File: src/rtl/pic_write_sequencer_pkg.sv
// pic_pkg: shared types and constants for the 8259A PIC write path.
//   seq_state_t      - initialisation sequencer states
//   *_BIT constants  - bit positions inside ICWs_Flags / OCWs_Flags
//   D4_SEL, D3_SEL   - command-select bits of an A0=0 write byte
//   SNGL_BIT/IC4_BIT - ICW1 option bits
package pic_pkg;

  localparam int unsigned DATA_W = 8;

  typedef enum logic [2:0] {
    ST_UNINIT,
    ST_WAIT_ICW2,
    ST_WAIT_ICW3,
    ST_WAIT_ICW4,
    ST_READY
  } seq_state_t;

  // ICWs_Flags bit positions
  localparam int unsigned ICW1_BIT = 0;
  localparam int unsigned ICW2_BIT = 1;
  localparam int unsigned ICW3_BIT = 2;
  localparam int unsigned ICW4_BIT = 3;

  // OCWs_Flags bit positions
  localparam int unsigned OCW1_BIT = 0;
  localparam int unsigned OCW2_BIT = 1;
  localparam int unsigned OCW3_BIT = 2;

  // Decode bit positions within the written byte
  localparam int unsigned D4_SEL   = 4;
  localparam int unsigned D3_SEL   = 3;
  localparam int unsigned SNGL_BIT = 1;
  localparam int unsigned IC4_BIT  = 0;

endpackage

File: src/rtl/pic_write_sequencer_if.sv
// pic_write_sequencer_if: CPU write bus seen by the PIC.
//   CS_n    - chip select, active low
//   WR_n    - write strobe, active low; write completes on its rising edge
//   A0      - register address bit
//   DATA_IN - write data
// modport master drives the bus (CPU side), modport slave receives it (PIC).
interface pic_write_sequencer_if;
  import pic_pkg::*;

  logic              CS_n;
  logic              WR_n;
  logic              A0;
  logic [DATA_W-1:0] DATA_IN;

  modport master (output CS_n, output WR_n, output A0, output DATA_IN);
  modport slave  (input  CS_n, input  WR_n, input  A0, input  DATA_IN);

endinterface

File: src/rtl/pic_write_sequencer_bus_write_capture.sv
// bus_write_capture: samples the CPU write bus and produces one write event
// per completed write.
//   clk, rst_n  - clock, asynchronous active-low reset
//   i_cs_n      - chip select, active low
//   i_wr_n      - write strobe, active low
//   i_a0        - address bit
//   i_data      - write data
//   o_wr_event  - combinational, high on the edge that samples WR_n rising
//                 after a valid captured low phase
//   o_wr_a0     - captured A0 of the completing write
//   o_wr_data   - captured data of the completing write
module bus_write_capture
  import pic_pkg::*;
(
  input  logic              clk,
  input  logic              rst_n,
  input  logic              i_cs_n,
  input  logic              i_wr_n,
  input  logic              i_a0,
  input  logic [DATA_W-1:0] i_data,
  output logic              o_wr_event,
  output logic              o_wr_a0,
  output logic [DATA_W-1:0] o_wr_data
);

  logic              r_a0;
  logic [DATA_W-1:0] r_data;
  logic              r_cap_valid;
  logic              r_wr_prev;
  logic              w_event;

  assign w_event = i_wr_n & ~r_wr_prev & r_cap_valid;

  always_ff @(posedge clk or negedge rst_n) begin
    if (!rst_n) begin
      r_a0        <= 1'b0;
      r_data      <= '0;
      r_cap_valid <= 1'b0;
      r_wr_prev   <= 1'b1;
    end else begin
      r_wr_prev <= i_wr_n;
      if (!i_cs_n && !i_wr_n) begin
        r_a0        <= i_a0;
        r_data      <= i_data;
        r_cap_valid <= 1'b1;
      end else if (i_cs_n && !i_wr_n) begin
        // deselect during the low phase aborts the pending write
        r_cap_valid <= 1'b0;
      end else if (w_event) begin
        r_cap_valid <= 1'b0;
      end
    end
  end

  assign o_wr_event = w_event;
  assign o_wr_a0    = r_a0;
  assign o_wr_data  = r_data;

endmodule

File: src/rtl/pic_write_sequencer.sv
// pic_write_sequencer: CPU write-path front end of the 8259A PIC.
// Decodes completed bus writes into ICW/OCW one-cycle pulses and runs the
// ICW1 -> ICW2 -> [ICW3] -> [ICW4] initialisation sequence.
//   clk, rst_n  - clock, asynchronous active-low reset
//   cpu_bus     - CPU write bus (CS_n, WR_n, A0, DATA_IN), slave modport
//   DATA_OUT    - last accepted write byte, held
//   ICWs_Flags  - one-hot pulse: ICW1..ICW4
//   OCWs_Flags  - one-hot pulse: OCW1..OCW3
//   init_done   - high while the sequencer is READY
//   SNGL, IC4   - ICW1 option bits latched at ICW1
module pic_write_sequencer
  import pic_pkg::*;
(
  input  logic               clk,
  input  logic               rst_n,
  pic_write_sequencer_if.slave cpu_bus,
  output logic [DATA_W-1:0]  DATA_OUT,
  output logic [3:0]         ICWs_Flags,
  output logic [2:0]         OCWs_Flags,
  output logic               init_done,
  output logic               SNGL,
  output logic               IC4
);

  logic              w_wr_event;
  logic              w_wr_a0;
  logic [DATA_W-1:0] w_wr_data;

  seq_state_t        r_state;
  seq_state_t        w_next_state;
  logic [3:0]        r_icw;
  logic [3:0]        w_icw;
  logic [2:0]        r_ocw;
  logic [2:0]        w_ocw;
  logic [DATA_W-1:0] r_data_out;
  logic [DATA_W-1:0] w_data_out;
  logic              r_sngl;
  logic              w_sngl;
  logic              r_ic4;
  logic              w_ic4;

  bus_write_capture u_capture (
    .clk        (clk),
    .rst_n      (rst_n),
    .i_cs_n     (cpu_bus.CS_n),
    .i_wr_n     (cpu_bus.WR_n),
    .i_a0       (cpu_bus.A0),
    .i_data     (cpu_bus.DATA_IN),
    .o_wr_event (w_wr_event),
    .o_wr_a0    (w_wr_a0),
    .o_wr_data  (w_wr_data)
  );

  always_ff @(posedge clk or negedge rst_n) begin
    if (!rst_n) begin
      r_state    <= ST_UNINIT;
      r_icw      <= '0;
      r_ocw      <= '0;
      r_data_out <= '0;
      r_sngl     <= 1'b0;
      r_ic4      <= 1'b0;
    end else begin
      r_state    <= w_next_state;
      r_icw      <= w_icw;
      r_ocw      <= w_ocw;
      r_data_out <= w_data_out;
      r_sngl     <= w_sngl;
      r_ic4      <= w_ic4;
    end
  end

  always_comb begin
    w_next_state = r_state;
    w_icw        = '0;
    w_ocw        = '0;
    w_data_out   = r_data_out;
    w_sngl       = r_sngl;
    w_ic4        = r_ic4;

    if (w_wr_event) begin
      if (!w_wr_a0 && w_wr_data[D4_SEL]) begin
        // ICW1 is honoured in every state and restarts the sequence
        w_icw[ICW1_BIT] = 1'b1;
        w_data_out      = w_wr_data;
        w_sngl          = w_wr_data[SNGL_BIT];
        w_ic4           = w_wr_data[IC4_BIT];
        w_next_state    = ST_WAIT_ICW2;
      end else if (w_wr_a0) begin
        unique case (r_state)
          ST_WAIT_ICW2: begin
            w_icw[ICW2_BIT] = 1'b1;
            w_data_out      = w_wr_data;
            if (!r_sngl)     w_next_state = ST_WAIT_ICW3;
            else if (r_ic4)  w_next_state = ST_WAIT_ICW4;
            else             w_next_state = ST_READY;
          end
          ST_WAIT_ICW3: begin
            w_icw[ICW3_BIT] = 1'b1;
            w_data_out      = w_wr_data;
            w_next_state    = r_ic4 ? ST_WAIT_ICW4 : ST_READY;
          end
          ST_WAIT_ICW4: begin
            w_icw[ICW4_BIT] = 1'b1;
            w_data_out      = w_wr_data;
            w_next_state    = ST_READY;
          end
          ST_READY: begin
            w_ocw[OCW1_BIT] = 1'b1;
            w_data_out      = w_wr_data;
          end
          default: ;
        endcase
      end else if (r_state == ST_READY) begin
        if (w_wr_data[D3_SEL]) w_ocw[OCW3_BIT] = 1'b1;
        else                   w_ocw[OCW2_BIT] = 1'b1;
        w_data_out = w_wr_data;
      end
    end
  end

  assign DATA_OUT   = r_data_out;
  assign ICWs_Flags = r_icw;
  assign OCWs_Flags = r_ocw;
  assign init_done  = (r_state == ST_READY);
  assign SNGL       = r_sngl;
  assign IC4        = r_ic4;

endmodule

File: src/flat_wrapper.sv
// flat-port wrapper written by rule: the top's interface ports become plain ports
module pic_write_sequencer_flat import pic_pkg::*;
  (clk, rst_n, DATA_OUT, ICWs_Flags, OCWs_Flags, init_done, SNGL, IC4, cpu_bus_CS_n, cpu_bus_WR_n, cpu_bus_A0, cpu_bus_DATA_IN);
  pic_write_sequencer_if cpu_bus_i ();
  input  logic clk;
  input  logic rst_n;
  output logic [DATA_W-1:0] DATA_OUT;
  output logic [3:0] ICWs_Flags;
  output logic [2:0] OCWs_Flags;
  output logic init_done;
  output logic SNGL;
  output logic IC4;
  input wire logic [$bits(cpu_bus_i.CS_n)-1:0] cpu_bus_CS_n;
  input wire logic [$bits(cpu_bus_i.WR_n)-1:0] cpu_bus_WR_n;
  input wire logic [$bits(cpu_bus_i.A0)-1:0] cpu_bus_A0;
  input wire logic [$bits(cpu_bus_i.DATA_IN)-1:0] cpu_bus_DATA_IN;
  assign cpu_bus_i.CS_n = cpu_bus_CS_n;
  assign cpu_bus_i.WR_n = cpu_bus_WR_n;
  assign cpu_bus_i.A0 = cpu_bus_A0;
  assign cpu_bus_i.DATA_IN = cpu_bus_DATA_IN;
  pic_write_sequencer u_core (.clk(clk), .rst_n(rst_n), .cpu_bus(cpu_bus_i), .DATA_OUT(DATA_OUT), .ICWs_Flags(ICWs_Flags), .OCWs_Flags(OCWs_Flags), .init_done(init_done), .SNGL(SNGL), .IC4(IC4));
endmodule
File: config.mk
export PLATFORM = sky130hd
export DESIGN_NAME = pic_write_sequencer_flat
export DESIGN_NICKNAME = d
export VERILOG_FILES = /design/src/rtl/pic_write_sequencer_pkg.sv /design/src/rtl/pic_write_sequencer_if.sv /design/src/rtl/pic_write_sequencer_bus_write_capture.sv /design/src/rtl/pic_write_sequencer.sv /design/src/flat_wrapper.sv
export SDC_FILE = /design/constraint.sdc
export NUM_CORES = 1
export LEC_CHECK = 0
export CAP_MARGIN = 40
export CORE_UTILIZATION = 47
export DETAILED_ROUTE_END_ITERATION = 10
export GPL_TIMING_DRIVEN = 0
export PLACE_DENSITY = 0.77
export SYNTH_ARGS = -nofsm -noshare
export SYNTH_HDL_FRONTEND = slang
export SYNTH_SLANG_ARGS = --single-unit
File: constraint.sdc
create_clock -name clk -period 1.9 [get_ports clk]
set_input_delay 0.19 -clock clk [delete_from_list [all_inputs] [get_ports clk]]
set_output_delay 0.19 -clock clk [all_outputs]
set_load 0.005 [all_outputs]
### Word-level counts from Yosys, hierarchy flattened

Cells that the tools add are included.

| storage, ports and cells | value |
|---|---|
| memories kept | 0 |
| bits in latches | 0 |
| ROM bits | 0 |
| output and inout port bits | 18 |
| logic and storage cells | 59 |
| bits in registers | 31 |
| bits of input ports | 13 |
| bits in writable memories | 0 |

| operators by class | value |
|---|---|
| shifts and indexed selects | 0 |
| reductions and logical operators | 14 |
| bitwise operators | 3 |
| eq/ne operators | 5 |
| $add $sub $neg | 0 |
| multiply operators | 0 |
| multiplexer cells | 27 |
| div/mod/pow operators | 0 |
| magnitude comparators | 0 |

Operators by type and width:

| cell | count |
|---|---|
| 8-bit 2-to-1 mux | 4 |
| 3-bit 2-to-1 mux | 8 |
| 1-bit 2-to-1 mux | 11 |
| 3-bit one-hot mux with 3 select lines | 1 |
| 3-bit by 2-bit equality test with 1-bit output, second input constant | 2 |
| 3-bit AND reduction | 2 |
| 3-bit nonzero test | 2 |
| 2-bit 2-to-1 mux | 2 |
| 4-bit 2-to-1 mux | 1 |
| 4-bit nonzero test | 1 |
| 4-bit OR reduction | 1 |
| 3-bit by 1-bit equality test with 1-bit output, second input constant | 1 |
| 3-bit equality test, second input constant | 1 |
| 1-bit logical AND | 3 |
| 1-bit logical NOT | 3 |
| 3-bit by 2-bit inequality test with 1-bit output, second input constant | 1 |
| 1-bit bitwise AND | 2 |
| 2-bit AND reduction | 1 |
| 2-bit nonzero test | 1 |
| 1-bit inverter | 1 |

### Depth between registers and ports, before layout

Gate-level depths: netlist of the first run.

| logic depth | value |
|---|---|
| depth in word-level cells | 6 |
| mapped depth | 6 |

### Hierarchy

A second synthesis of the first run with hierarchy kept.

| unflattened totals | value |
|---|---|
| cell total of the unflattened synthesis | 96 |
| area, all modules | 1326.3 sq um |

By module, submodules not included:

| module | area an instance (sq um) | times used | cells an instance |
|---|---|---|---|
| pic_write_sequencer | 920.9 | 1 | 72 |
| bus_write_capture | 405.4 | 1 | 24 |

### Least setup slack after synthesis of the first run

No wires, ideal clock.

| timing | value |
|---|---|
| kind | register to register |
| start | register u_core.r_state[2] |
| end | register u_core.r_data_out[0], in the netlist u_core.DATA_OUT[0] |
| path buffers | 1 |
| cell stages (with the launch flop) | 6 |
| data arrival time | 1.433 ns |
| setup time | 0.125 ns |
| required time | 1.775 ns |
| path slack | 0.342 ns |
| cells stage by stage | dfrtp_1 > o21bai_1 > a211o_1 > nor2b_1 > buf_6 > mux2_4 |

| on the way | value |
|---|---|
| longest elaborated chain between the ends | 4 |
| elaborated cells between the ends (all ways) | 8 |
| those cells by class | eq/ne: 5; reduce/logical: 3 |

RTL lines:

| element | line | text |
|---|---|---|
| from (decl) | pic_write_sequencer.sv:29 | `seq_state_t r_state;` |
| from (signal assigned) | pic_write_sequencer.sv:63 | `r_state <= w_next_state;` |
| 3-bit equality test, or another cell as far along | pic_write_sequencer.sv:89, pic_write_sequencer.sv:113 |  |
| 4-bit OR reduction (no source line) | - |  |
| 3-bit by 2-bit inequality test with 1-bit output (no source line) | - |  |
| 3-bit AND reduction (no source line) (*) | - |  |
| to (signal assigned) | pic_write_sequencer.sv:66 | `r_data_out <= w_data_out;` |
| to (decl) | pic_write_sequencer.sv:35 | `logic [DATA_W-1:0] r_data_out;` |

Mark *: on every way between the ends. The rest lies on a longest branch, timed or not.
A chain may end at the register's enable or synchronous reset.

### Worst setup path in the final report of the first run

Same ends and word-level chain as after synthesis.

==> flow_summary.ini, run 1 <==
[sta]
fmax_mhz = 560
tightestPinTransition_ps = 777
setup_viol = 0
skew_ps = 12.2
final_max_slew_viol_count = 0
final-hold-violation-count = 0
fin_crit_sh_pct = 94.0
slew_headroom_pct = 48.1
rsz0062_at_grt = false
holdWs_ps = 309
period_minus_slack_ps = 1790

[clocking]
clk_latency_ps = 320
htree_levels = 2
cts_hold_buf = 0
clk_pin_slew_ps = 100
numCtsBuffers = 5
cts-root-buf = clkbuf_4
cts_tree = yes
cts.path.max_buffers = 2
cts_sinks = 31

[grt]
antenna_found_initial = 0
use_met2_pct = 32.7
grt-busiest-layer = met2
grt_pass1_wl_mm = 3.79
met3_usage_pct = 6.90
globalRouteOverflowTotal = 0
grtUsageMet1_pct = 23.1
grt_pass1_vias = 870
track_usage_pct = 20.0
grt_start_max_net_pins = 18

[min_path]
hold_path_class = input port to async pin

[status]
status = completed

[detailed_routing]
dr.pass1.iters = 4
via_per_inst = 5.19
wl_mm = 2.31
vias = 836
wl_per_cell_microns = 14.3
drc = 0
drt_iter0_markers = 14
final_antenna_net_count = 0

[job]
drv_cap = 0

[floorplan]
die_area_sq_um = 2850
rows = 18
fp.dieH_microns = 53.4
start_util_pct = 50.2
io_pins = 31
core-area_sq_um = 2480
fp.dieW_microns = 53.4

[layout]
drive_gt1_share_pct = 20.6
layout_common_cells = dfrtp_1 (30), clkdlybuf4s50_1 (29), mux2_1 (10)
diodes = 0
nets = 143
design_area_sq_um = 1720
final_common_cell = dfrtp_1
areaGrowthSynthToFinish_pct = 38.6

[pwr]
power_density_nw_per_um2 = 1250
leakagePower_nw = 0.805
peakVddDrop_mv = 0.922

[logic_synthesis]
ys_seq_area_share_pct = 62.5
yosys_warnings = 0
yosysTopAreaCellShare_pct = 60.4
syn-num-nets = 102
ys_seq_elements = 31
synth-edff-count = 0
synthTopCellsByArea = dfrtp_1 (60%), mux2_4 (9.7%), mux2_1 (9.1%)
postSynthCellCount = 89
synthFlopType = dfrtp_1
synth_area_leader_cell = dfrtp_1
ys_types = 29
syn_area_sq_um = 1240
avgSynthCellArea_sq_um = 14.0
async_reset_ff_share_pct = 100

[placed_design]
place.gp.congestion = 0.850
io_buffers = 30
post-dp-hpwl_mm = 1.66
dpl_cell_area_sq_um = 1610

[worst_setup_path]
path_max_fanout = 8
cp.required_ps = 2110
arrival_ps = 1990
r2r_slack_ps = 110
cp-end-kind = flop
cp-start-kind = flop
path_class = flop to flop
state kept, by name, summed over array words and instances, names as in the netlist, 3 cells and up:
signal,cells
u_core.ICWs_Flags,4
u_core.r_state,3
u_core.u_capture.o_wr_data,8
u_core.OCWs_Flags,3
u_core.DATA_OUT,8
synth_stat cells (2+ instances only):
cell / instances
nand2_1: 7
dfrtp_1: 30
nand3_1: 2
nor2_1: 6
mux2_1: 10
mux2_4: 8
inv_1: 2
o21ai_0: 2
nor3_1: 2
report_power, final:
part / internal [mW] / switching [mW]
registers: 0.824 / 0.104
logic: 0.450 / 0.242
clock network: 0.311 / 0.222
worst paths after layout:
| kind | startpoint | endpoint | depth (start not counted) |
|---|---|---|---|
| hold / removal | rst_n | u_core.DATA_OUT[6] | 1 |
| max in group asynchronous | rst_n | u_core.u_capture.o_wr_a0 | 2 |
| min in group clk | cpu_bus_WR_n | u_core.u_capture.r_wr_prev | 1 |
| hold reg to reg | u_core.u_capture.o_wr_data[3] | u_core.OCWs_Flags[1] | 1 |
| setup / recovery | u_core.r_state[2] | u_core.DATA_OUT[0] | 6 |
| setup reg to reg | u_core.r_state[2] | u_core.DATA_OUT[0] | 6 |
stage by stage:
step                      setup slack (ps)  total power [mW]  util (%)  std cells  TNS (ps)
after floorplan                        342              1.24         -         89         0
after global placement               -54.6              1.55      63.8        149      -417
after detailed placement             -81.8              1.58      64.9        150      -592
after CTS                             15.1              2.18      69.4        161         0
after global routing                  82.1              2.27      69.5        161         0
final                                  114              2.15      69.5        161         0
cell type report:
type                    count  area, sq um
plain buffers               2         16.3
clock buffers               6         51.3
clock inverters             2         35.0
fillers                   192          756
inverters                   3         11.3
multi-input cells          53          440
flip-flops and latches     31          777
well taps                  30         37.5
repair buffers             34          353
critical path, stage by stage (launching register included):
cell and delay, ps:
dfrtp_1 400, buf_4 150, o21bai_1 160, a211o_1 350, nor2b_1 160, buf_6 160
mux2_4 300
cells by family after synthesis:
logic type	count (synthesis)	synth area share (%)
flip-flops	31	62.5
AND/OR/NAND/NOR	25	10.4
multiplexers	19	19.5
AO/OA/AOI/OAI	9	5.34
buffers and inverters	5	2.21
metal layers:
layer / vias to the layer above / part of all wire (%)
li1: 394 / -
met1: 413 / 43
met2: 22 / 51
met3: 7 / 4.1
met4: 0 / 2.3
met5: - / 0
repair_timing:
action,4_1_cts,5_1_grt
buffers inserted,3,0
resized for setup,1,1
setup endpoints to repair,1,1
Note: power is estimated with default switching activity, not from simulation.
==> run 2: changes to the inputs <==
--- a/config.mk
+++ b/config.mk
@@ -8,6 +8,5 @@
 export CAP_MARGIN = 40
-export CORE_UTILIZATION = 47
+export CORE_UTILIZATION = 25
 export DETAILED_ROUTE_END_ITERATION = 10
 export GPL_TIMING_DRIVEN = 0
-export PLACE_DENSITY = 0.77
 export SYNTH_ARGS = -nofsm -noshare
==> constraint.sdc (replaced) <==
create_clock -name clk -period 1.9 [get_ports clk]
set_input_delay 0.38 -clock clk [delete_from_list [all_inputs] [get_ports clk]]
set_output_delay 0.38 -clock clk [all_outputs]
set_load 0.005 [all_outputs]
==> run 2 against run 1 <==
Compared with the run above:
- worst setup slack worse by 3.8 ps
- count of clock-buffer cells in the layout rose by 1
- clock skew decreased by 7.4 ps
- sequential power about the same
- maximum frequency shrank 0.21%
- cell area increased by 3.2%
- sequential cell count did not move
- non-clock buffer count is 2 higher
==> flow_summary.ini, run 2 (synthesized netlist as in run 1, its figures left out) <==
[detailed_routing]
via_per_inst = 4.27
dr.pass1.iters = 4
final_antenna_net_count = 0
vias = 853
wl_mm = 2.58
drt_iter0_markers = 28
drc = 0
wl_per_cell_microns = 12.9

[clocking]
cts.path.max_buffers = 2
cts_hold_buf = 0
htree_levels = 2
cts_sinks = 31
clk_latency_ps = 270
cts_tree = yes
clk_pin_slew_ps = 60
numCtsBuffers = 5
cts-root-buf = clkbuf_8

[layout]
diodes = 0
layout_common_cells = dfrtp_1 (30), clkdlybuf4s50_1 (28), mux2_1 (10)
areaGrowthSynthToFinish_pct = 43.0
drive_gt1_share_pct = 20.3
fillers = 470
nets = 145
final_common_cell = dfrtp_1
design_area_sq_um = 1780

[placed_design]
io_buffers = 30
place_ws_ps = -308
post-dp-hpwl_mm = 1.75
place.gp.congestion = 0.664
dpl_cell_area_sq_um = 1650

[floorplan]
rows = 25
fp.dieW_microns = 72.5
core-area_sq_um = 4750
fp.dieH_microns = 72.5
io_pins = 31
start_util_pct = 26.1
die_area_sq_um = 5260

[grt]
grt_start_max_net_pins = 20
met3_usage_pct = 3.47
grt_pass1_vias = 899
grt-busiest-layer = met2
track_usage_pct = 11.2
grt_pass1_wl_mm = 4.29
use_met2_pct = 18.4
grtUsageMet1_pct = 13.2
antenna_found_initial = 0
globalRouteOverflowTotal = 0

[min_path]
hold_depth = 1
worst_hold_path.endpoint = u_core.u_capture.r_wr_prev
holdCritStartpoint = cpu_bus_WR_n
hold_path_class = input port to flop

[sta]
period_minus_slack_ps = 1790
fin_crit_sh_pct = 94.2
setup_ws_ps = 110
tightestPinTransition_ps = 706
setup_tns_ps = 0
setup_viol = 0
rsz0062_at_grt = false
slew_headroom_pct = 52.8
final_max_slew_viol_count = 0
final-hold-violation-count = 0
skew_ps = 4.80
fmax_mhz = 559

[worst_setup_path]
path_max_fanout = 8
r2r_end = u_core.DATA_OUT[0]
cpPeakStageDelay_ps = 380
cp_slowest_cell = dfrtp_1
reg2reg_from = u_core.r_state[2]
cp-end-kind = flop
path_class = flop to flop
worstRegToRegCells = 6
critical_path.cell_chain = buf_4, o21bai_1, a211o_1, nor2b_1, buf_6, mux2_4
cp-start-kind = flop
cp.required_ps = 2060
arrival_ps = 1950
r2r_slack_ps = 110

[job]
drv_cap = 0

[pwr]
leakagePower_nw = 0.804
peakVddDrop_mv = 0.510
power_density_nw_per_um2 = 1190

[status]
status = completed
## run 2: cell count changes in the layout (fill, tap and decap cells not counted), sizes merged
cell and change:
dlygate4sd2 +1, clkbuf +1, buf +2, clkdlybuf4s50 -1, bufinv -1
## run 2: where the power goes
part           total, mW  switching [mW]  leakage [nW]  internal, mW
clock              0.480           0.223        0.0422         0.256
combinational      0.706           0.251         0.377         0.455
sequential         0.928           0.102         0.385         0.826
## run 2: cell type report
cell class	instances	area (sq um)	share of cell area, %
Sequential cell	31	777	43.7
Timing Repair Buffer	36	367	20.6
Clock buffer	7	76.3	4.30
Tap cell	67	83.8	4.72
Buffer	2	16.3	0.915
Multi-Input combinational cell	53	440	24.8
Clock inverter	1	5.00	0.282
Inverter	3	11.3	0.634
## run 2: worst max-delay path by stage
stage / start / end / slack (ps) / cells after the start
floorplan: u_core.r_state[2] / u_core.DATA_OUT[0] / 340 / 5
detailed placement: cpu_bus_WR_n / u_core.DATA_OUT[0] / -310 / 6
global route: u_core.r_state[2] / u_core.DATA_OUT[2] / 40 / 6
CTS: cpu_bus_WR_n / u_core.DATA_OUT[6] / 30 / 6
global placement: cpu_bus_WR_n / u_core.DATA_OUT[0] / -270 / 6
finish: u_core.r_state[2] / u_core.DATA_OUT[0] / 110 / 6
## run 2: through the flow
step | instances | power [mW] | utilization (%) | hold slack (ps)
2_1_floorplan | 89 | 1.24 | - | 84.4
3_3_place_gp | 186 | 1.55 | 34.2 | 448
3_5_place_dp | 187 | 1.58 | 34.8 | 479
4_1_cts | 200 | 2.15 | 37.3 | 486
5_1_grt | 200 | 2.25 | 37.4 | 303
6_report | 200 | 2.11 | 37.4 | 306
## run 2: timing repair
action                                 CTS  global route
endpoints found under the hold margin    0             0
setup endpoints to repair                9             8
setup buffers                            5             0
resized for setup                        2             1
cloned                                   0             0
pin swaps                                2             0
## run 2: worst max-delay path, delay by kind of cell, from the launching register on
| family | cells | cell delay, ps |
|---|---|---|
| DFF | 1 | 380 |
| and+or+nand+nor | 1 | 160 |
| buffers and inverters | 2 | 300 |
| AOI/OAI and AO/OA | 2 | 530 |
| muxes | 1 | 300 |
## run 2: metal layers
layer,routed length [microns],vias to the layer above
li1,-,395
met1,1160,425
met2,1270,29
met3,114,4
met4,41,0
met5,0,-
